==> src/rtl/logic_avalon_mm_modport_if.sv <==
// Avalon-MM bus bundle shared by both sides of the pipeline bridge.
// The master modport drives commands; the slave modport drives responses and waitrequest.
interface logic_avalon_mm_modport_if #(
  parameter int DATA_BYTES    = 4,
  parameter int ADDRESS_WIDTH = 1
);
  logic                       read;
  logic                       write;
  logic [ADDRESS_WIDTH-1:0]   address;
  logic [8*DATA_BYTES-1:0]    writedata;
  logic [DATA_BYTES-1:0]      byteenable;
  logic                       waitrequest;
  logic [8*DATA_BYTES-1:0]    readdata;
  logic                       readdatavalid;
  logic                       writeresponsevalid;
  logic [1:0]                 response;

  modport master (
    output read, write, address, writedata, byteenable,
    input  waitrequest, readdata, readdatavalid, writeresponsevalid, response
  );

  modport slave (
    input  read, write, address, writedata, byteenable,
    output waitrequest, readdata, readdatavalid, writeresponsevalid, response
  );
endinterface

==> src/rtl/logic_avalon_mm_modport.sv <==
// Avalon-MM pipeline bridge: registered two-entry skid buffer on commands, registered responses.
// Optional macro LOGIC_AVALON_MM_MODPORT_WRITE_RESPONSE_EN enables the write-response path.
module logic_avalon_mm_modport #(
  parameter int DATA_BYTES    = 4,
  parameter int ADDRESS_WIDTH = 1
) (
  input  logic                        clk,
  input  logic                        reset_n,
  logic_avalon_mm_modport_if.slave    s,
  logic_avalon_mm_modport_if.master   m
);
  localparam int DW = 8 * DATA_BYTES;

  if (DATA_BYTES < 1 || DATA_BYTES > 128 || (DATA_BYTES & (DATA_BYTES - 1)) != 0) begin : g_bad_bytes
    $error("DATA_BYTES must be a power of 2 in 1..128");
  end
  if (ADDRESS_WIDTH < 1 || ADDRESS_WIDTH > 64) begin : g_bad_addr
    $error("ADDRESS_WIDTH must be in 1..64");
  end

  typedef struct packed {
    logic                     rd;
    logic                     wr;
    logic [ADDRESS_WIDTH-1:0] addr;
    logic [DW-1:0]            wdata;
    logic [DATA_BYTES-1:0]    be;
  } cmd_t;

  cmd_t out_q, out_d, skid_q, skid_d, in_cmd;
  logic skid_full_q, skid_full_d;
  logic wait_q;
  logic out_full, up_acc, dn_acc;

  // Simultaneous read+write is forwarded as a write only.
  always_comb begin
    in_cmd       = '0;
    in_cmd.rd    = s.read & ~s.write;
    in_cmd.wr    = s.write;
    in_cmd.addr  = s.address;
    in_cmd.wdata = s.writedata;
    in_cmd.be    = s.byteenable;
  end

  assign out_full = out_q.rd | out_q.wr;
  assign up_acc   = (s.read | s.write) & ~wait_q;
  assign dn_acc   = out_full & ~m.waitrequest;

  always_comb begin
    out_d       = out_q;
    skid_d      = skid_q;
    skid_full_d = skid_full_q;
    if (dn_acc) begin
      if (skid_full_q) begin
        out_d       = skid_q;
        skid_full_d = 1'b0;
      end else begin
        out_d.rd = 1'b0;
        out_d.wr = 1'b0;
      end
    end
    // Payload fields stay put when OUT empties so m_* only moves on a new load.
    if (up_acc) begin
      if ((!out_full || dn_acc) && !skid_full_q) begin
        out_d = in_cmd;
      end else begin
        skid_d      = in_cmd;
        skid_full_d = 1'b1;
      end
    end
  end

  always_ff @(posedge clk or negedge reset_n) begin
    if (!reset_n) begin
      out_q       <= '0;
      skid_q      <= '0;
      skid_full_q <= 1'b0;
      wait_q      <= 1'b1;
    end else begin
      out_q       <= out_d;
      skid_q      <= skid_d;
      skid_full_q <= skid_full_d;
      wait_q      <= skid_full_d;
    end
  end

  assign s.waitrequest = wait_q;
  assign m.read        = out_q.rd;
  assign m.write       = out_q.wr;
  assign m.address     = out_q.addr;
  assign m.writedata   = out_q.wdata;
  assign m.byteenable  = out_q.be;

  logic          rdv_q;
  logic [DW-1:0] rdata_q;
  logic [1:0]    resp_q;
  logic          resp_load;

  always_ff @(posedge clk or negedge reset_n) begin
    if (!reset_n) begin
      rdv_q   <= 1'b0;
      rdata_q <= '0;
      resp_q  <= '0;
    end else begin
      rdv_q <= m.readdatavalid;
      if (m.readdatavalid) rdata_q <= m.readdata;
      if (resp_load)       resp_q  <= m.response;
    end
  end

`ifdef LOGIC_AVALON_MM_MODPORT_WRITE_RESPONSE_EN
  logic wrv_q;
  always_ff @(posedge clk or negedge reset_n) begin
    if (!reset_n) wrv_q <= 1'b0;
    else          wrv_q <= m.writeresponsevalid;
  end
  assign resp_load            = m.readdatavalid | m.writeresponsevalid;
  assign s.writeresponsevalid = wrv_q;
`else
  logic unused_wrv;
  assign unused_wrv           = m.writeresponsevalid;
  assign resp_load            = m.readdatavalid;
  assign s.writeresponsevalid = 1'b0;
`endif

  assign s.readdata      = rdata_q;
  assign s.readdatavalid = rdv_q;
  assign s.response      = resp_q;
endmodule

==> src/flat_wrapper.sv <==
// flat-port wrapper written by rule: the top's interface ports become plain ports
module logic_avalon_mm_modport_flat 
#(
  parameter int DATA_BYTES    = 4,
  parameter int ADDRESS_WIDTH = 1
)
  (clk, reset_n, s_read, s_write, s_address, s_writedata, s_byteenable, s_waitrequest, s_readdata, s_readdatavalid, s_writeresponsevalid, s_response, m_read, m_write, m_address, m_writedata, m_byteenable, m_waitrequest, m_readdata, m_readdatavalid, m_writeresponsevalid, m_response);
  logic_avalon_mm_modport_if #(.DATA_BYTES(DATA_BYTES), .ADDRESS_WIDTH(ADDRESS_WIDTH)) s_i ();
  logic_avalon_mm_modport_if #(.DATA_BYTES(DATA_BYTES), .ADDRESS_WIDTH(ADDRESS_WIDTH)) m_i ();
  input  logic clk;
  input  logic reset_n;
  input wire logic [$bits(s_i.read)-1:0] s_read;
  input wire logic [$bits(s_i.write)-1:0] s_write;
  input wire logic [$bits(s_i.address)-1:0] s_address;
  input wire logic [$bits(s_i.writedata)-1:0] s_writedata;
  input wire logic [$bits(s_i.byteenable)-1:0] s_byteenable;
  output wire logic [$bits(s_i.waitrequest)-1:0] s_waitrequest;
  output wire logic [$bits(s_i.readdata)-1:0] s_readdata;
  output wire logic [$bits(s_i.readdatavalid)-1:0] s_readdatavalid;
  output wire logic [$bits(s_i.writeresponsevalid)-1:0] s_writeresponsevalid;
  output wire logic [$bits(s_i.response)-1:0] s_response;
  output wire logic [$bits(m_i.read)-1:0] m_read;
  output wire logic [$bits(m_i.write)-1:0] m_write;
  output wire logic [$bits(m_i.address)-1:0] m_address;
  output wire logic [$bits(m_i.writedata)-1:0] m_writedata;
  output wire logic [$bits(m_i.byteenable)-1:0] m_byteenable;
  input wire logic [$bits(m_i.waitrequest)-1:0] m_waitrequest;
  input wire logic [$bits(m_i.readdata)-1:0] m_readdata;
  input wire logic [$bits(m_i.readdatavalid)-1:0] m_readdatavalid;
  input wire logic [$bits(m_i.writeresponsevalid)-1:0] m_writeresponsevalid;
  input wire logic [$bits(m_i.response)-1:0] m_response;
  assign s_i.read = s_read;
  assign s_i.write = s_write;
  assign s_i.address = s_address;
  assign s_i.writedata = s_writedata;
  assign s_i.byteenable = s_byteenable;
  assign s_waitrequest = s_i.waitrequest;
  assign s_readdata = s_i.readdata;
  assign s_readdatavalid = s_i.readdatavalid;
  assign s_writeresponsevalid = s_i.writeresponsevalid;
  assign s_response = s_i.response;
  assign m_read = m_i.read;
  assign m_write = m_i.write;
  assign m_address = m_i.address;
  assign m_writedata = m_i.writedata;
  assign m_byteenable = m_i.byteenable;
  assign m_i.waitrequest = m_waitrequest;
  assign m_i.readdata = m_readdata;
  assign m_i.readdatavalid = m_readdatavalid;
  assign m_i.writeresponsevalid = m_writeresponsevalid;
  assign m_i.response = m_response;
  logic_avalon_mm_modport #(.DATA_BYTES(DATA_BYTES), .ADDRESS_WIDTH(ADDRESS_WIDTH)) u_core (.clk(clk), .reset_n(reset_n), .s(s_i), .m(m_i));
endmodule
==> config.mk <==
export PLATFORM = sky130hd
export DESIGN_NAME = logic_avalon_mm_modport_flat
export DESIGN_NICKNAME = d
export VERILOG_FILES = /design/src/rtl/logic_avalon_mm_modport_if.sv /design/src/rtl/logic_avalon_mm_modport.sv /design/src/flat_wrapper.sv
export SDC_FILE = /design/constraint.sdc
export NUM_CORES = 1
export LEC_CHECK = 0
export ABC_AREA = 1
export CAP_MARGIN = 10
export CORE_ASPECT_RATIO = 0.8
export CORE_MARGIN = 2
export CORE_UTILIZATION = 51
export DETAILED_ROUTE_END_ITERATION = 10
export PLACE_DENSITY = 0.94
export RECOVER_POWER = 25
export SETUP_SLACK_MARGIN = 0.02
export SLEW_MARGIN = 20
export SYNTH_ARGS = -nofsm -noshare
export SYNTH_HDL_FRONTEND = slang
export SYNTH_SLANG_ARGS = --single-unit
==> constraint.sdc <==
create_clock -name clk -period 2.89 [get_ports clk]
set_input_delay 0.578 -clock clk [delete_from_list [all_inputs] [get_ports clk]]
set_output_delay 0.578 -clock clk [all_outputs]
set_load 0.02 [all_outputs]
# --- Word-level counts from Yosys, hierarchy flattened ---
# Cells that the tools add are included.
# Widths: inputs -> output; s select.
word_totals:
  mem_bits_rw: 0
  inputBits: 78
  reg_bits: 115
  out_inout_bits: 76
  rom_bits: 0
  memories: 0
  latchBits: 0
classes:
  eq_ne: 0
  div: 0
  addsub: 0
  shifts: 0
  bitwise: 9
  n_lt_le_gt_ge: 0
  mux: 8
  n_reduce_logical: 5
  n_mul: 0
op_table:
  columns: ["cell", "n"]
  rows:
  - ["$mux 39", 3]
  - ["$mux 37", 1]
  - ["$not 1->1", 4]
  - ["$and 1x1->1", 3]
  - ["$mux 1", 3]
  - ["$logic_not 1->1", 2]
  - ["$mux 2", 1]
  - ["$or 1x1->1", 2]
  - ["$reduce_and 2->1", 1]
  - ["$logic_and 1x1->1", 1]
  - ["$logic_or 1x1->1", 1]

# --- Depth between registers and ports, before layout ---
depth:
  depth_word: 6
  mapped_depth: 9
  mapped_depth_nobuf: 7

# --- Least setup slack after synthesis ---
# Ideal clock, no wire load.
synth_path:
  path_type: "input to register"
  start: "input m_waitrequest"
  end: "register u_core.out_q, in the netlist u_core.m.writedata[15]"
  slack_ns: 1.481
  setup_time_ns: 0.117
  path_stages: 8
  arrival_ns: 1.292
  path_cell_list: "nand2_1 -> nand2_1 -> nor2_2 -> nand2_2 -> buf_6 -> buf_6 -> nand3_2 -> nand2_1"
synth_rtl:
  columns: ["item", "line_no", "rtl"]
  rows:
  - ["from (decl)", "flat_wrapper.sv:27", "input wire logic [$bits(m_i.waitrequest)-1:0] m_waitrequest;"]
  - ["to (signal assigned)", "logic_avalon_mm_modport.sv:79", "out_q <= out_d;"]
  - ["to (decl)", "logic_avalon_mm_modport.sv:29", "cmd_t out_q, out_d, skid_q, skid_d, in_cmd;"]

# --- Worst setup path in the final report ---
layout_path:
  start: "register u_core.wait_q, in the netlist u_core.s.waitrequest"
  end: "output s_waitrequest"
layout_rtl:
  columns: ["item", "line_no", "rtl"]
  rows:
  - ["from (decl)", "logic_avalon_mm_modport.sv:31", "logic wait_q;"]
  - ["from (signal assigned)", "logic_avalon_mm_modport.sv:82", "wait_q <= skid_full_d;"]
  - ["to (decl)", "flat_wrapper.sv:17", "output wire logic [$bits(s_i.waitrequest)-1:0] s_waitrequest;"]
# No word-level cell between the ends.

==> impl_metrics.ini <==
[run_status]
status = finished with violations
violations = capacitance limit, slew limit

[pwr]
internal_power_mw = 4.76
pwr-share-clk = 0.248
power.net_switching_mw = 3.12
power_frac_seq = 0.330
p_leak_nw = 3.70
combinationalPowerShare = 0.422
peakVddDrop_uv = 682
switching_share = 0.396
cellPowerDensity_nw_per_um2 = 1060
p_total_mw = 7.88

[final_layout]
final_common_cell = nand2_1
syn2layout_area_growth_pct = 39.6
antennaDiodeCount = 0
fin_nets = 835
final_area_um2 = 7430
nFillCells = 734
drive_above_1_share = 0.124
final_cell_mix = nand2_1 (261), clkdlybuf4s50_1 (150), dfrtp_1 (113)

[sta]
drv_slew = 37
timing.setup.tns_ps = 0
setup_viol = 0
fmax_ghz = 0.463
fin_crit_ps = 2160
slew_headroom = -0.385
timing.final.crit_share = 0.747
fin_skew_ps = 5.44
tightest_slew_ps = 2080
rsz0062_at_grt = no
hold_viol_final = 0

[global_routing]
grt_max_degree = 49
use_met3 = 0.0736
gr-usage-met1 = 0.305
grt_overflow = 0
antenna_found_initial = 0
grt_use_total = 0.271
grt_pass1_vias = 4926
grt_pass1_wl_mm = 23.5
grt_busiest_layer = met2
met2_usage = 0.494

[setup_path]
cpPeakStageDelay_ps = 610
timing_worst_setup_path_type = reg2out
cp_max_fo = 2
worst_ep_arrival_time_ps = 1580
required_ps = 2310
worst_path_max_delay_cell = clkdlybuf4s50_1
cp-startpoint = u_core.s.waitrequest$_DFF_PN1_
path_buf_inv = 1
cp_top_family = buffers and inverters
crit_path_cell_trace = clkdlybuf4s50_1
critPathCaptureType = primary output
reg2reg_from = u_core.m.write$_DFF_PN0_
start_kind = register

[clocking]
cts_tree = built
postCtsHoldBufs = 0
htreeDepth = 4
clkTransAtPathRegs_ps = 50
clockBufferDepth = 2
clk_latency_ps = 410
post_cts_buffers = 0
postCtsResizedCells = 0
clock_sinks = 115
numCtsBuffers = 17
root_buffer = clkbuf_16

[flow_run]
cap_violations = 1

[drt]
drt_iter0_drc = 379
route.detailed.drc = 0
first_pass_iters = 5
vias_per_cell = 5.26
wire_per_inst_um = 16.0
vias = 4778
totalWireLength_mm = 14.6
ant_nets = 0

[floorplanning]
dieArea_um2 = 11300
die_w_um = 118
coreArea_um2 = 10200
start_util = 0.522
num_rows = 33
die_h_um = 95.4
io_pins = 154

[placement]
finalWeightedCongestion = 0.823
portBuffers = 151
placed_area_um2 = 6880
dp_hpwl_mm = 9.34

[synth]
synth_nets = 693
synth_compound_area_frac = 0.00517
synth_area_per_cell_um2 = 8.65
ys_ff_latch = 115
ys_seq_area_frac = 0.541
synth_area_um2 = 5320
synth_top_family_by_area = simple AND/OR/NAND/NOR gates
synthMuxAreaShare = 0.0720
synth-xor-area-share = 0
synth.distinct_cells = 23
synthSimpleGateAreaFrac = 0.295
ys_warn_count = 0
syn_inst = 615
synthAdderAreaFrac = 0

[worst_hold_path]
hp-start = u_core.skid_q[12]$_DFFE_PN0P_
min_path_type = reg2reg
[final timing paths]
| kind | endpoint | slack (ps) | depth (start not counted) |
|---|---|---|---|
| min in group asynchronous | u_core.s.readdata[28]$_DFFE_PN0P_ | 760 | 1 |
| max in group asynchronous | u_core.m.writedata[17]$_DFF_PN0_ | 760 | 2 |
| worst min register to register | u_core.skid_q[12]$_DFFE_PN0P_ | 470 | 2 |
| worst max-delay path | s_waitrequest | 730 | 1 |
| worst min-delay path | u_core.skid_q[12]$_DFFE_PN0P_ | 470 | 2 |
| worst max register to register | u_core.m.writedata[23]$_DFF_PN0_ | 910 | 6 |
[synthesized netlist by cell type (all sizes together)]
master | count | area, um2
nand2 | 264 | 996
dfrtp | 114 | 2850
nand3 | 66 | 380
inv | 58 | 220
mux2 | 34 | 383
buf | 33 | 209
nand4 | 26 | 163
nor2 | 7 | 31.3
clkbuf | 5 | 18.8
o21ai | 4 | 20.0
clkinv | 1 | 8.76
conb | 1 | 3.75
dfstp | 1 | 26.3
o21a | 1 | 7.51
[registers in the layout (all words and copies together), names as in the netlist]
signal and cells:
u_core.m.writedata 32, u_core.s.readdata 32, u_core.m.byteenable 4, u_core.s.response 2
u_core.skid_full_q 1, u_core.m.address 1, u_core.m.read 1, u_core.m.write 1
u_core.s.readdatavalid 1, u_core.skid_q 39, u_core.s.waitrequest 1
[stage by stage]
| stage | cells | utilization | setup WS (ps) | hold WS [ps] |
|---|---|---|---|---|
| 2_1_floorplan | 615 | - | 1480 | 282 |
| 3_3_place_gp | 878 | 0.674 | 579 | 452 |
| 3_5_place_dp | 878 | 0.674 | 472 | 458 |
| 4_1_cts | 909 | 0.729 | 711 | 142 |
| 5_1_grt | 909 | 0.728 | 410 | 484 |
| 6_report | 909 | 0.728 | 732 | 469 |
[per-layer routing]
layer / part of all wire / vias up
li1: - / 2229
met1: 0.39 / 2295
met2: 0.53 / 217
met3: 0.058 / 37
met4: 0.028 / 0
met5: 0 / -
[logic make-up (layout without fill, tap and decap cells)]
logic type             count (synthesis)  count (layout)
buffers and inverters                 97             251
AO/OA/AOI/OAI                          5               5
multiplexers                          34              34
AND/OR/NAND/NOR                      363             363
other                                  1               1
flip-flops                           115             115
[power groups by stage]
stage / Sequential (mW) / Clock, mW / Combinational [mW]
6_report: 2.60 / 1.95 / 3.33
5_1_grt: 2.66 / 2.06 / 3.66
4_1_cts: 2.59 / 1.98 / 3.33
3_5_place_dp: 2.60 / 0 / 3.27
3_3_place_gp: 2.56 / 0 / 3.14
2_1_floorplan: 2.93 / 0 / 1.73
[final cells by class]
class                      instances  area (um2)  area share
sequential                       115        2880       0.388
multi-input combinational        403        2000       0.269
inverter                          59         229      0.0308
clock buffer                      21         470      0.0633
timing repair buffer             161        1590       0.214
tap                              140         175      0.0236
clock inverter                    10        83.8      0.0113
(Power assumes the default switching activity.)
